--- src/rtl/r_instr_pkg.sv ---
// Shared constants and types for the R-type instruction sequencer.
// ALU opcodes, MIPS funct codes, FSM states and the latched instruction fields.
package r_instr_pkg;

    localparam logic [2:0] ALU_AND  = 3'b000;
    localparam logic [2:0] ALU_OR   = 3'b001;
    localparam logic [2:0] ALU_XOR  = 3'b010;
    localparam logic [2:0] ALU_XNOR = 3'b011;
    localparam logic [2:0] ALU_ADD  = 3'b100;
    localparam logic [2:0] ALU_SUB  = 3'b101;
    localparam logic [2:0] ALU_SLTU = 3'b110;
    localparam logic [2:0] ALU_SLL  = 3'b111;

    localparam logic [5:0] FN_AND  = 6'b100100;
    localparam logic [5:0] FN_OR   = 6'b100101;
    localparam logic [5:0] FN_XOR  = 6'b100110;
    localparam logic [5:0] FN_NOR  = 6'b100111;
    localparam logic [5:0] FN_ADD  = 6'b100000;
    localparam logic [5:0] FN_SUB  = 6'b100010;
    localparam logic [5:0] FN_SLTU = 6'b101011;
    localparam logic [5:0] FN_SLLV = 6'b000100;

    localparam logic [5:0] OP_RTYPE = 6'b000000;

    typedef enum logic [1:0] {
        IDLE   = 2'd0,
        DECODE = 2'd1,
        EXEC   = 2'd2,
        WB     = 2'd3
    } state_e;

    // Only the fields the sequencer consumes; shamt is not kept.
    typedef struct packed {
        logic [5:0] op;
        logic [4:0] rs;
        logic [4:0] rt;
        logic [4:0] rd;
        logic [5:0] funct;
    } rinstr_t;

    function automatic logic is_arith(input logic [2:0] op);
        return (op == ALU_ADD) || (op == ALU_SUB);
    endfunction

endpackage

--- src/rtl/r_instr_ctrl_if.sv ---
// Fetch/register-file/ALU signal bundle around the R-type sequencer.
// Optional R_INSTR_OF_TRAP_EN adds the ov_trap pulse.
interface r_instr_ctrl_if #(
    parameter int REG_AW = 5,
    parameter int DW     = 32
);
    logic              instr_valid;
    logic [31:0]       instr;
    logic              instr_ready;
    logic [REG_AW-1:0] rf_ra;
    logic [REG_AW-1:0] rf_rb;
    logic [REG_AW-1:0] rf_wa;
    logic              rf_we;
    logic [DW-1:0]     rf_wd;
    logic [2:0]        alu_op;
    logic [DW-1:0]     alu_f;
    logic              alu_zf;
    logic              alu_of;
    logic              zf_q;
    logic              of_q;
    logic              done;
    logic              illegal;
`ifdef R_INSTR_OF_TRAP_EN
    logic              ov_trap;
`endif

    modport master (
`ifdef R_INSTR_OF_TRAP_EN
        output ov_trap,
`endif
        input  instr_valid, instr, alu_f, alu_zf, alu_of,
        output instr_ready, rf_ra, rf_rb, rf_wa, rf_we, rf_wd, alu_op,
        output zf_q, of_q, done, illegal
    );

    modport slave (
`ifdef R_INSTR_OF_TRAP_EN
        input  ov_trap,
`endif
        output instr_valid, instr, alu_f, alu_zf, alu_of,
        input  instr_ready, rf_ra, rf_rb, rf_wa, rf_we, rf_wd, alu_op,
        input  zf_q, of_q, done, illegal
    );

endinterface

--- src/rtl/r_instr_decode.sv ---
// Combinational R-type decode: op/funct -> ALU opcode, illegal flag, write-back permission.
// Zero latency; undecodable words fall back to ALU_AND with writes disabled.
module r_instr_decode
    import r_instr_pkg::*;
(
    input  logic [5:0] op_i,
    input  logic [5:0] funct_i,
    input  logic [4:0] rd_i,
    output logic [2:0] alu_op_o,
    output logic       illegal_o,
    output logic       wr_en_ok_o
);

    always_comb begin
        alu_op_o  = ALU_AND;
        illegal_o = 1'b0;
        if (op_i != OP_RTYPE) begin
            illegal_o = 1'b1;
        end else begin
            case (funct_i)
                FN_AND:  alu_op_o = ALU_AND;
                FN_OR:   alu_op_o = ALU_OR;
                FN_XOR:  alu_op_o = ALU_XOR;
                FN_NOR:  alu_op_o = ALU_XNOR;
                FN_ADD:  alu_op_o = ALU_ADD;
                FN_SUB:  alu_op_o = ALU_SUB;
                FN_SLTU: alu_op_o = ALU_SLTU;
                FN_SLLV: alu_op_o = ALU_SLL;
                default: illegal_o = 1'b1;
            endcase
        end
        // r0 is hardwired zero, so writes to it are dropped
        wr_en_ok_o = !illegal_o && (rd_i != 5'd0);
    end

endmodule

--- src/rtl/r_instr_ctrl.sv ---
// Four-cycle R-type sequencer: accept, decode, execute, write back (optional R_INSTR_OF_TRAP_EN).
// Handshake to done is 4 cycles inclusive; instr_ready is low while an instruction is in flight.
module r_instr_ctrl
    import r_instr_pkg::*;
#(
    parameter int REG_AW = 5,
    parameter int DW     = 32
) (
    input  logic           clk,
    input  logic           rst,
    r_instr_ctrl_if.master bus
);

    state_e        state_q, state_d;
    rinstr_t       instr_q, instr_d;
    logic          illegal_q, illegal_d;
    logic          wr_ok_q, wr_ok_d;
    logic          zf_q, zf_d;
    logic          of_q, of_d;
    logic          trap_q, trap_d;
    logic [DW-1:0] rf_wd_q, rf_wd_d;

    logic [2:0]    dec_alu_op;
    logic          dec_illegal;
    logic          dec_wr_ok;

    logic          instr_ready_c, rf_we_c, done_c, illegal_c, trap_c;

    r_instr_decode u_decode (
        .op_i       (instr_q.op),
        .funct_i    (instr_q.funct),
        .rd_i       (instr_q.rd),
        .alu_op_o   (dec_alu_op),
        .illegal_o  (dec_illegal),
        .wr_en_ok_o (dec_wr_ok)
    );

    always_ff @(posedge clk) begin
        if (rst) begin
            state_q <= IDLE;
        end else begin
            state_q <= state_d;
        end
    end

    always_comb begin
        state_d       = state_q;
        instr_ready_c = 1'b0;
        rf_we_c       = 1'b0;
        done_c        = 1'b0;
        illegal_c     = 1'b0;
        trap_c        = 1'b0;
        case (state_q)
            IDLE: begin
                instr_ready_c = 1'b1;
                if (bus.instr_valid) state_d = DECODE;
            end
            DECODE: state_d = EXEC;
            EXEC:   state_d = WB;
            WB: begin
                state_d   = IDLE;
                done_c    = 1'b1;
                rf_we_c   = wr_ok_q && !trap_q;
                illegal_c = illegal_q;
                trap_c    = trap_q;
            end
            default: state_d = IDLE;
        endcase
        // Reset wins even in the WB cycle: no write may escape an abort.
        if (rst) begin
            rf_we_c   = 1'b0;
            done_c    = 1'b0;
            illegal_c = 1'b0;
            trap_c    = 1'b0;
        end
    end

    always_comb begin
        instr_d   = instr_q;
        illegal_d = illegal_q;
        wr_ok_d   = wr_ok_q;
        zf_d      = zf_q;
        of_d      = of_q;
        trap_d    = trap_q;
        rf_wd_d   = rf_wd_q;
        case (state_q)
            IDLE: begin
                if (bus.instr_valid) begin
                    instr_d = {bus.instr[31:26], bus.instr[25:21], bus.instr[20:16],
                               bus.instr[15:11], bus.instr[5:0]};
                end
            end
            DECODE: begin
                illegal_d = dec_illegal;
                wr_ok_d   = dec_wr_ok;
            end
            EXEC: begin
                trap_d = 1'b0;
                if (!illegal_q) begin
                    rf_wd_d = bus.alu_f;
                    zf_d    = bus.alu_zf;
                    of_d    = is_arith(dec_alu_op) ? bus.alu_of : 1'b0;
`ifdef R_INSTR_OF_TRAP_EN
                    trap_d  = is_arith(dec_alu_op) && bus.alu_of;
`endif
                end
            end
            default: ;
        endcase
    end

    always_ff @(posedge clk) begin
        if (rst) begin
            instr_q   <= '0;
            illegal_q <= 1'b0;
            wr_ok_q   <= 1'b0;
            zf_q      <= 1'b0;
            of_q      <= 1'b0;
            trap_q    <= 1'b0;
            rf_wd_q   <= '0;
        end else begin
            instr_q   <= instr_d;
            illegal_q <= illegal_d;
            wr_ok_q   <= wr_ok_d;
            zf_q      <= zf_d;
            of_q      <= of_d;
            trap_q    <= trap_d;
            rf_wd_q   <= rf_wd_d;
        end
    end

    // Datapath addresses and opcode follow instr_q, so they stay put while idle.
    assign bus.instr_ready = instr_ready_c;
    assign bus.rf_ra       = REG_AW'(instr_q.rs);
    assign bus.rf_rb       = REG_AW'(instr_q.rt);
    assign bus.rf_wa       = REG_AW'(instr_q.rd);
    assign bus.rf_we       = rf_we_c;
    assign bus.rf_wd       = rf_wd_q;
    assign bus.alu_op      = dec_alu_op;
    assign bus.zf_q        = zf_q;
    assign bus.of_q        = of_q;
    assign bus.done        = done_c;
    assign bus.illegal     = illegal_c;
`ifdef R_INSTR_OF_TRAP_EN
    assign bus.ov_trap     = trap_c;
`endif

endmodule

--- src/flat_wrapper.sv ---
// flat-port wrapper written by rule: the top's interface ports become plain ports
module r_instr_ctrl_flat import r_instr_pkg::*;
#(
    parameter int REG_AW = 5,
    parameter int DW     = 32
)
  (clk, rst, bus_instr_valid, bus_instr, bus_alu_f, bus_alu_zf, bus_alu_of, bus_instr_ready, bus_rf_ra, bus_rf_rb, bus_rf_wa, bus_rf_we, bus_rf_wd, bus_alu_op, bus_zf_q, bus_of_q, bus_done, bus_illegal);
  r_instr_ctrl_if #(.REG_AW(REG_AW), .DW(DW)) bus_i ();
  input  logic clk;
  input  logic rst;
  input wire logic [$bits(bus_i.instr_valid)-1:0] bus_instr_valid;
  input wire logic [$bits(bus_i.instr)-1:0] bus_instr;
  input wire logic [$bits(bus_i.alu_f)-1:0] bus_alu_f;
  input wire logic [$bits(bus_i.alu_zf)-1:0] bus_alu_zf;
  input wire logic [$bits(bus_i.alu_of)-1:0] bus_alu_of;
  output wire logic [$bits(bus_i.instr_ready)-1:0] bus_instr_ready;
  output wire logic [$bits(bus_i.rf_ra)-1:0] bus_rf_ra;
  output wire logic [$bits(bus_i.rf_rb)-1:0] bus_rf_rb;
  output wire logic [$bits(bus_i.rf_wa)-1:0] bus_rf_wa;
  output wire logic [$bits(bus_i.rf_we)-1:0] bus_rf_we;
  output wire logic [$bits(bus_i.rf_wd)-1:0] bus_rf_wd;
  output wire logic [$bits(bus_i.alu_op)-1:0] bus_alu_op;
  output wire logic [$bits(bus_i.zf_q)-1:0] bus_zf_q;
  output wire logic [$bits(bus_i.of_q)-1:0] bus_of_q;
  output wire logic [$bits(bus_i.done)-1:0] bus_done;
  output wire logic [$bits(bus_i.illegal)-1:0] bus_illegal;
  assign bus_i.instr_valid = bus_instr_valid;
  assign bus_i.instr = bus_instr;
  assign bus_i.alu_f = bus_alu_f;
  assign bus_i.alu_zf = bus_alu_zf;
  assign bus_i.alu_of = bus_alu_of;
  assign bus_instr_ready = bus_i.instr_ready;
  assign bus_rf_ra = bus_i.rf_ra;
  assign bus_rf_rb = bus_i.rf_rb;
  assign bus_rf_wa = bus_i.rf_wa;
  assign bus_rf_we = bus_i.rf_we;
  assign bus_rf_wd = bus_i.rf_wd;
  assign bus_alu_op = bus_i.alu_op;
  assign bus_zf_q = bus_i.zf_q;
  assign bus_of_q = bus_i.of_q;
  assign bus_done = bus_i.done;
  assign bus_illegal = bus_i.illegal;
  r_instr_ctrl #(.REG_AW(REG_AW), .DW(DW)) u_core (.clk(clk), .rst(rst), .bus(bus_i));
endmodule
--- config.mk ---
export PLATFORM = sky130hd
export DESIGN_NAME = r_instr_ctrl_flat
export DESIGN_NICKNAME = d
export VERILOG_FILES = /design/src/rtl/r_instr_pkg.sv /design/src/rtl/r_instr_ctrl_if.sv /design/src/rtl/r_instr_decode.sv /design/src/rtl/r_instr_ctrl.sv /design/src/flat_wrapper.sv
export SDC_FILE = /design/constraint.sdc
export NUM_CORES = 1
export LEC_CHECK = 0
export BUFFER_PORTS_ARGS = -buffer_cell sky130_fd_sc_hd__buf_2
export CAP_MARGIN = 25
export CORE_ASPECT_RATIO = 1.75
export CORE_MARGIN = 2
export CORE_UTILIZATION = 47
export CTS_CLUSTER_SIZE = 28
export DETAILED_ROUTE_END_ITERATION = 8
export GPL_TIMING_DRIVEN = 0
export PLACE_DENSITY = 0.81
export RECOVER_POWER = 50
export SLEW_MARGIN = 20
export SYNTH_ARGS = -nofsm -noshare
export SYNTH_HDL_FRONTEND = slang
export SYNTH_HIERARCHICAL = 1
export SYNTH_SLANG_ARGS = --single-unit
--- constraint.sdc ---
create_clock -name clk -period 1.65 [get_ports clk]
set_input_delay 0.165 -clock clk [delete_from_list [all_inputs] [get_ports clk]]
set_output_delay 0.165 -clock clk [all_outputs]
set_load 0.05 [all_outputs]
== Word level (Yosys, flattened, before mapping) ==
Cells that the tools add are included.

* Flip-flop bits (word level): 65
* Input port bits: 69
* Output and inout port bits: 56

* Eq/ne operators: 14
* Muxes and demuxes: 14
* Bitwise gates (word level): 1
* Reductions and logical operators: 9

{| class="wikitable"
|+ Operator list
! operator !! number
|-
| $eq A6 B6 Y1 const B || 7
|-
| $pmux W3 S7 || 1
|-
| $mux W1 || 10
|-
| $pmux W2 S4 || 1
|-
| $reduce_or A8 Y1 || 1
|-
| $eq A3 B3 Y1 const B || 2
|-
| $eq A6 B3 Y1 const B || 1
|-
| $reduce_bool A6 Y1 || 1
|-
| $reduce_bool A5 Y1 || 1
|-
| $eq A2 B2 Y1 const B || 2
|-
| $reduce_and A2 Y1 || 2
|-
| $mux W3 || 1
|-
| $eq A2 B1 Y1 const B || 1
|-
| $logic_not A2 Y1 || 1
|-
| $mux W2 || 1
|-
| $ne A2 B2 Y1 const B || 1
|-
| $logic_and A1 B1 Y1 || 1
|-
| $logic_not A1 Y1 || 1
|-
| $logic_or A1 B1 Y1 || 1
|-
| $not A1 Y1 || 1
|}

== Depth between registers and ports, before layout ==
* Word-level depth: 6
* Gate-level depth with buffers: 7
* Mapped depth without buffers: 5

== Hierarchy ==
Netlist, hierarchy kept.

{| class="wikitable"
|+ Modules (own cells, without submodules)
! module !! times used !! cells an instance !! area each (sq um)
|-
| r_instr_ctrl || 1 || 307 || 2568.7
|-
| r_instr_decode || 1 || 26 || 178.9
|}

== Worst setup path after synthesis ==
OpenSTA, ideal clock, no wires.

* Path kind: register -> output
* From: register u_core/instr_q[24] (netlist bit)
* To: output port bus_alu_op[0]
* Data arrival time: 2.151 ns
* Required time: 1.485 ns
* Path slack: -0.666 ns
* Cell stages (with the launch flop): 4
* Path buffers: 0
* Cell sequence: dfxtp_1 or4_4 or2_4 a2111oi_2

* Word-level cells in the longest chain between the ends: 2

{| class="wikitable"
|+ Ends and longest elaborated chain
! what !! RTL line !! source
|-
| start: declaration || r_instr_ctrl.sv:15 || <nowiki>rinstr_t instr_q, instr_d;</nowiki>
|-
| start signal: assignment || r_instr_ctrl.sv:122 || <nowiki>instr_q <= instr_d;</nowiki>
|-
| $reduce_bool A6 Y1 || r_instr_decode.sv:17 || <nowiki>if (op_i != OP_RTYPE) begin</nowiki>
|-
| $mux W3 || r_instr_decode.sv:17 ||
|-
| end: declaration || flat_wrapper.sv:22 || <nowiki>output wire logic [$bits(bus_i.alu_op)-1:0] bus_alu_op;</nowiki>
|}

Every way passes these cells.

== Worst setup path after layout ==
Same ends and word-level chain as after synthesis.

==> impl_results.md <==
* Net count, final at 538
* Post-synth top area share at 47.4%
* RSZ-0062 raised after global routing: true
* Ys flop type: dfxtp_1
* WL per Instance at 12.3 µm
* Post-layout min period at 2.08 ns
* Max Cap Violations at 0
* Synth area leader: dfxtp_1
* Synth Area in XOR/XNOR at 0%
* Gp weighted congestion at 0.785
* Fin util at 65.3%
* Arr. time, crit path at 1.92 ns
* Register area at 1300 µm²
* Diodes inserted at 0
* First-pass GRT wire length at 10.9 mm
* Remaining DRCs at 0
* CTS tree: built
* Syn_area_per_cell at 8.25 µm²
* Die X at 61.8 µm
* Clock Latency Late Sink at 0.34 ns
* Core Region at 5590 µm²
* Largest family of logic cells by synthesized area: simple AND/OR/NAND/NOR gates
* H-tree levels at 3
* Area growth syn-to-layout at 32.7%
* Largest net degree at the start of global routing at 11
* Initial Utilization at 49.2%
* Mapped Cells at 333
* Pwr Density at 1590 nW/µm²
* Total global routing track utilization at 22.2%
* Most frequent cells after synthesis: nand2_1, dfxtp_1, a21oi_1
* Simple-Gate Fraction of Synth Area at 23.4%
* Leakage power at 1.48 nW
* Die H at 105 µm
* Max VDD drop at 0.000925 V
* Ys async rst share at 0%
* Vias in the first global route at 2551
* Reg2reg setup slack at -0.06 ns
* Final worst slack at -0.430 ns
* Most common cell in the netlist: nand2_1
* Post-synthesis register bit count at 65
* Synthesized area at 2750 µm²
* Worst reg2reg path depth at 6
* CP endpoint kind: output pin
* Synth warn at 6
* Final Cycle Share at 126%
* Post-synth EDFFs at 0
* Die area at 6500 µm²
* Slew Limit Fails at 0
* Unique cell type count in the Yosys netlist at 33
* Initial antenna violation count at 0
* Num CTS Buffers at 9
* Sink Count at 65
* Worst EP required at 1.48 ns
* Hold path depth at 3
* Post-route ant nets at 0
* Synth Area in Adders at 2.28%
* Failing checks: setup timing
* Number of fill cells at 559
* Worst setup SP type: register
* Sequential share of the synthesized area at 47.4%
* GRT Residual Overflow at 0
* Area taken by multi-input logic gates at 1240 µm²
* Area contributors post-synth: dfxtp_1, nand2_1, a21oi_1, a21oi_2, buf_4
* Max clock buf depth at 2
* Peak fanout along the critical path at 4
* Compound-Gate Fraction of Synth Area at 16.7%
* Crit path kind: reg -> out
* Slew margin rel. at 57.9%
* Top Ports at 125
* Post-Route WL at 6.72 mm
* Routed vias at 2579
* Final Hold Vio Count at 0
* Clk slew on worst S/H paths at 0.07 ns
* Slew at the pin closest to its max-slew limit at 0.634 ns
* # port buffers at 119
* Hold Crit Endpoint: u_core/instr_q[0]$_SDFFE_PP0P_
* Status: finished, violations left
* Setup TNS Final at -1.15 ns
* Root Driver: clkbuf_8
* Rows at 36
* Max frequency at 0.481 GHz
* Post-Syn Nets at 407
* DRT iter0 DRCs at 68
* Hold wc startpoint: bus_instr[0]
* Reg2reg end: u_core/bus.of_q$_SDFFE_PP0P_
* R2R Path Start: u_core/instr_q[24]$_SDFFE_PP0P_
* Layout cells sized above 1 at 33.1%
* Pre-antenna DRT Iters at 4
* Worst Skew at 0.00550 ns
* Mux contribution to synthesized area at 1.09%
* Final HPWL DP at 5.19 mm
* Final setup fails at 5
* Via/cell ratio at 4.74
* Hold Path Class: in -> reg
-- critical path, cell delays in order (launching register included) --
cell and delay (ns):
dfxtp_1 0.31, or4_4 0.55, or2_4 0.29, a2111oi_4 0.22
buf_6 0.21
-- sequential cells by signal, summed over array words and instances, names as in the netlist --
register          count
u_core/state_q        2
u_core/bus.zf_q       1
u_core/bus.of_q       1
u_core/wr_ok_q        1
u_core/bus.rf_rb      5
u_core/bus.rf_ra      5
u_core/illegal_q      1
u_core/instr_q       12
u_core/bus.rf_wd     32
u_core/bus.rf_wa      5
-- per-layer routing --
layer  up-vias  share of wire (%)  global-route usage, %
li1       1324                  -                      -
met2        92                 55                   40.0
met3         9                6.0                   6.44
met1      1154                 37                   22.2
met5         -                  0                      0
met4         0                1.7                   9.27
-- worst max-delay path by stage --
stage | start | end | slack (ns)
finish | u_core/instr_q[24]$_SDFFE_PP0P_ | bus_alu_op[0] | -0.43
global route | u_core/instr_q[24]$_SDFFE_PP0P_ | bus_alu_op[0] | -0.49
CTS | u_core/instr_q[24]$_SDFFE_PP0P_ | bus_alu_op[0] | -0.45
detailed placement | u_core/instr_q[24]$_SDFFE_PP0P_ | bus_alu_op[0] | -0.14
global placement | u_core/instr_q[24]$_SDFFE_PP0P_ | bus_alu_op[0] | -0.14
floorplan | u_core/instr_q[24]$_SDFFE_PP0P_ | bus_alu_op[0] | -0.22
-- cell usage in the layout, fill, tap and decap left out, types with 2 or more instances in the layout --
cell type  count
buf_4         20
nand2_1      123
and2_2         2
and3b_1        2
a21oi_1       42
clkinv_2       2
dfxtp_1       63
nor2_1         7
nor2b_1        2
mux2i_1        3
buf_6          5
clkbuf_8      11
buf_2         76
dfxtp_2        2
a21oi_4        2
ha_1           5
inv_1          2
nor2b_2        2
clkbuf_1      52
nor3_1         2
nand2b_1       3
a21oi_2       20
-- power by group --
group,internal (W),switching (W),leakage (nW)
sequential,0.00185,0.000190,0.530
combinational,0.000758,0.00168,0.852
clock,0.000767,0.000562,0.102
total,0.00338,0.00243,1.48
-- cell families (layout without fill, tap and decap cells) --
kind of cell,Yosys count,count (layout)
simple gates,152,152
compound gates,71,71
flops,65,65
buf+inv,37,172
fa+ha+maj,5,5
mux,3,3
-- metrics by stage --
stage | cell area (µm²) | std cells | power (W) | hold slack [ns] | setup WS, ns
after CTS | 3700 | 544 | 0.00592 | 0.0435 | -0.449
after detailed placement | 3480 | 528 | 0.00455 | 0.410 | -0.137
final | 3650 | 544 | 0.00581 | 0.0582 | -0.430
after floorplan | 2790 | 333 | 0.00400 | 0.301 | -0.219
after global routing | 3650 | 544 | 0.00614 | 0.0528 | -0.490
after global placement | 3480 | 528 | 0.00449 | 0.406 | -0.144
-- final cells by class --
cell class	instances	area share (%)
plain buffers	35	6.55
clock buffers	12	4.26
clock inverters	3	1.10
inverters	2	0.206
multi-input cells	231	34.0
flip-flops and latches	65	35.8
well taps	76	2.61
repair buffers	120	15.5
-- what timing repair did --
action	CTS	global route
setup endpoints to repair	4	8
hold buffers	0	0
resized for setup	8	4
buffers inserted	1	0
Note: power is estimated with default switching activity, not from simulation.
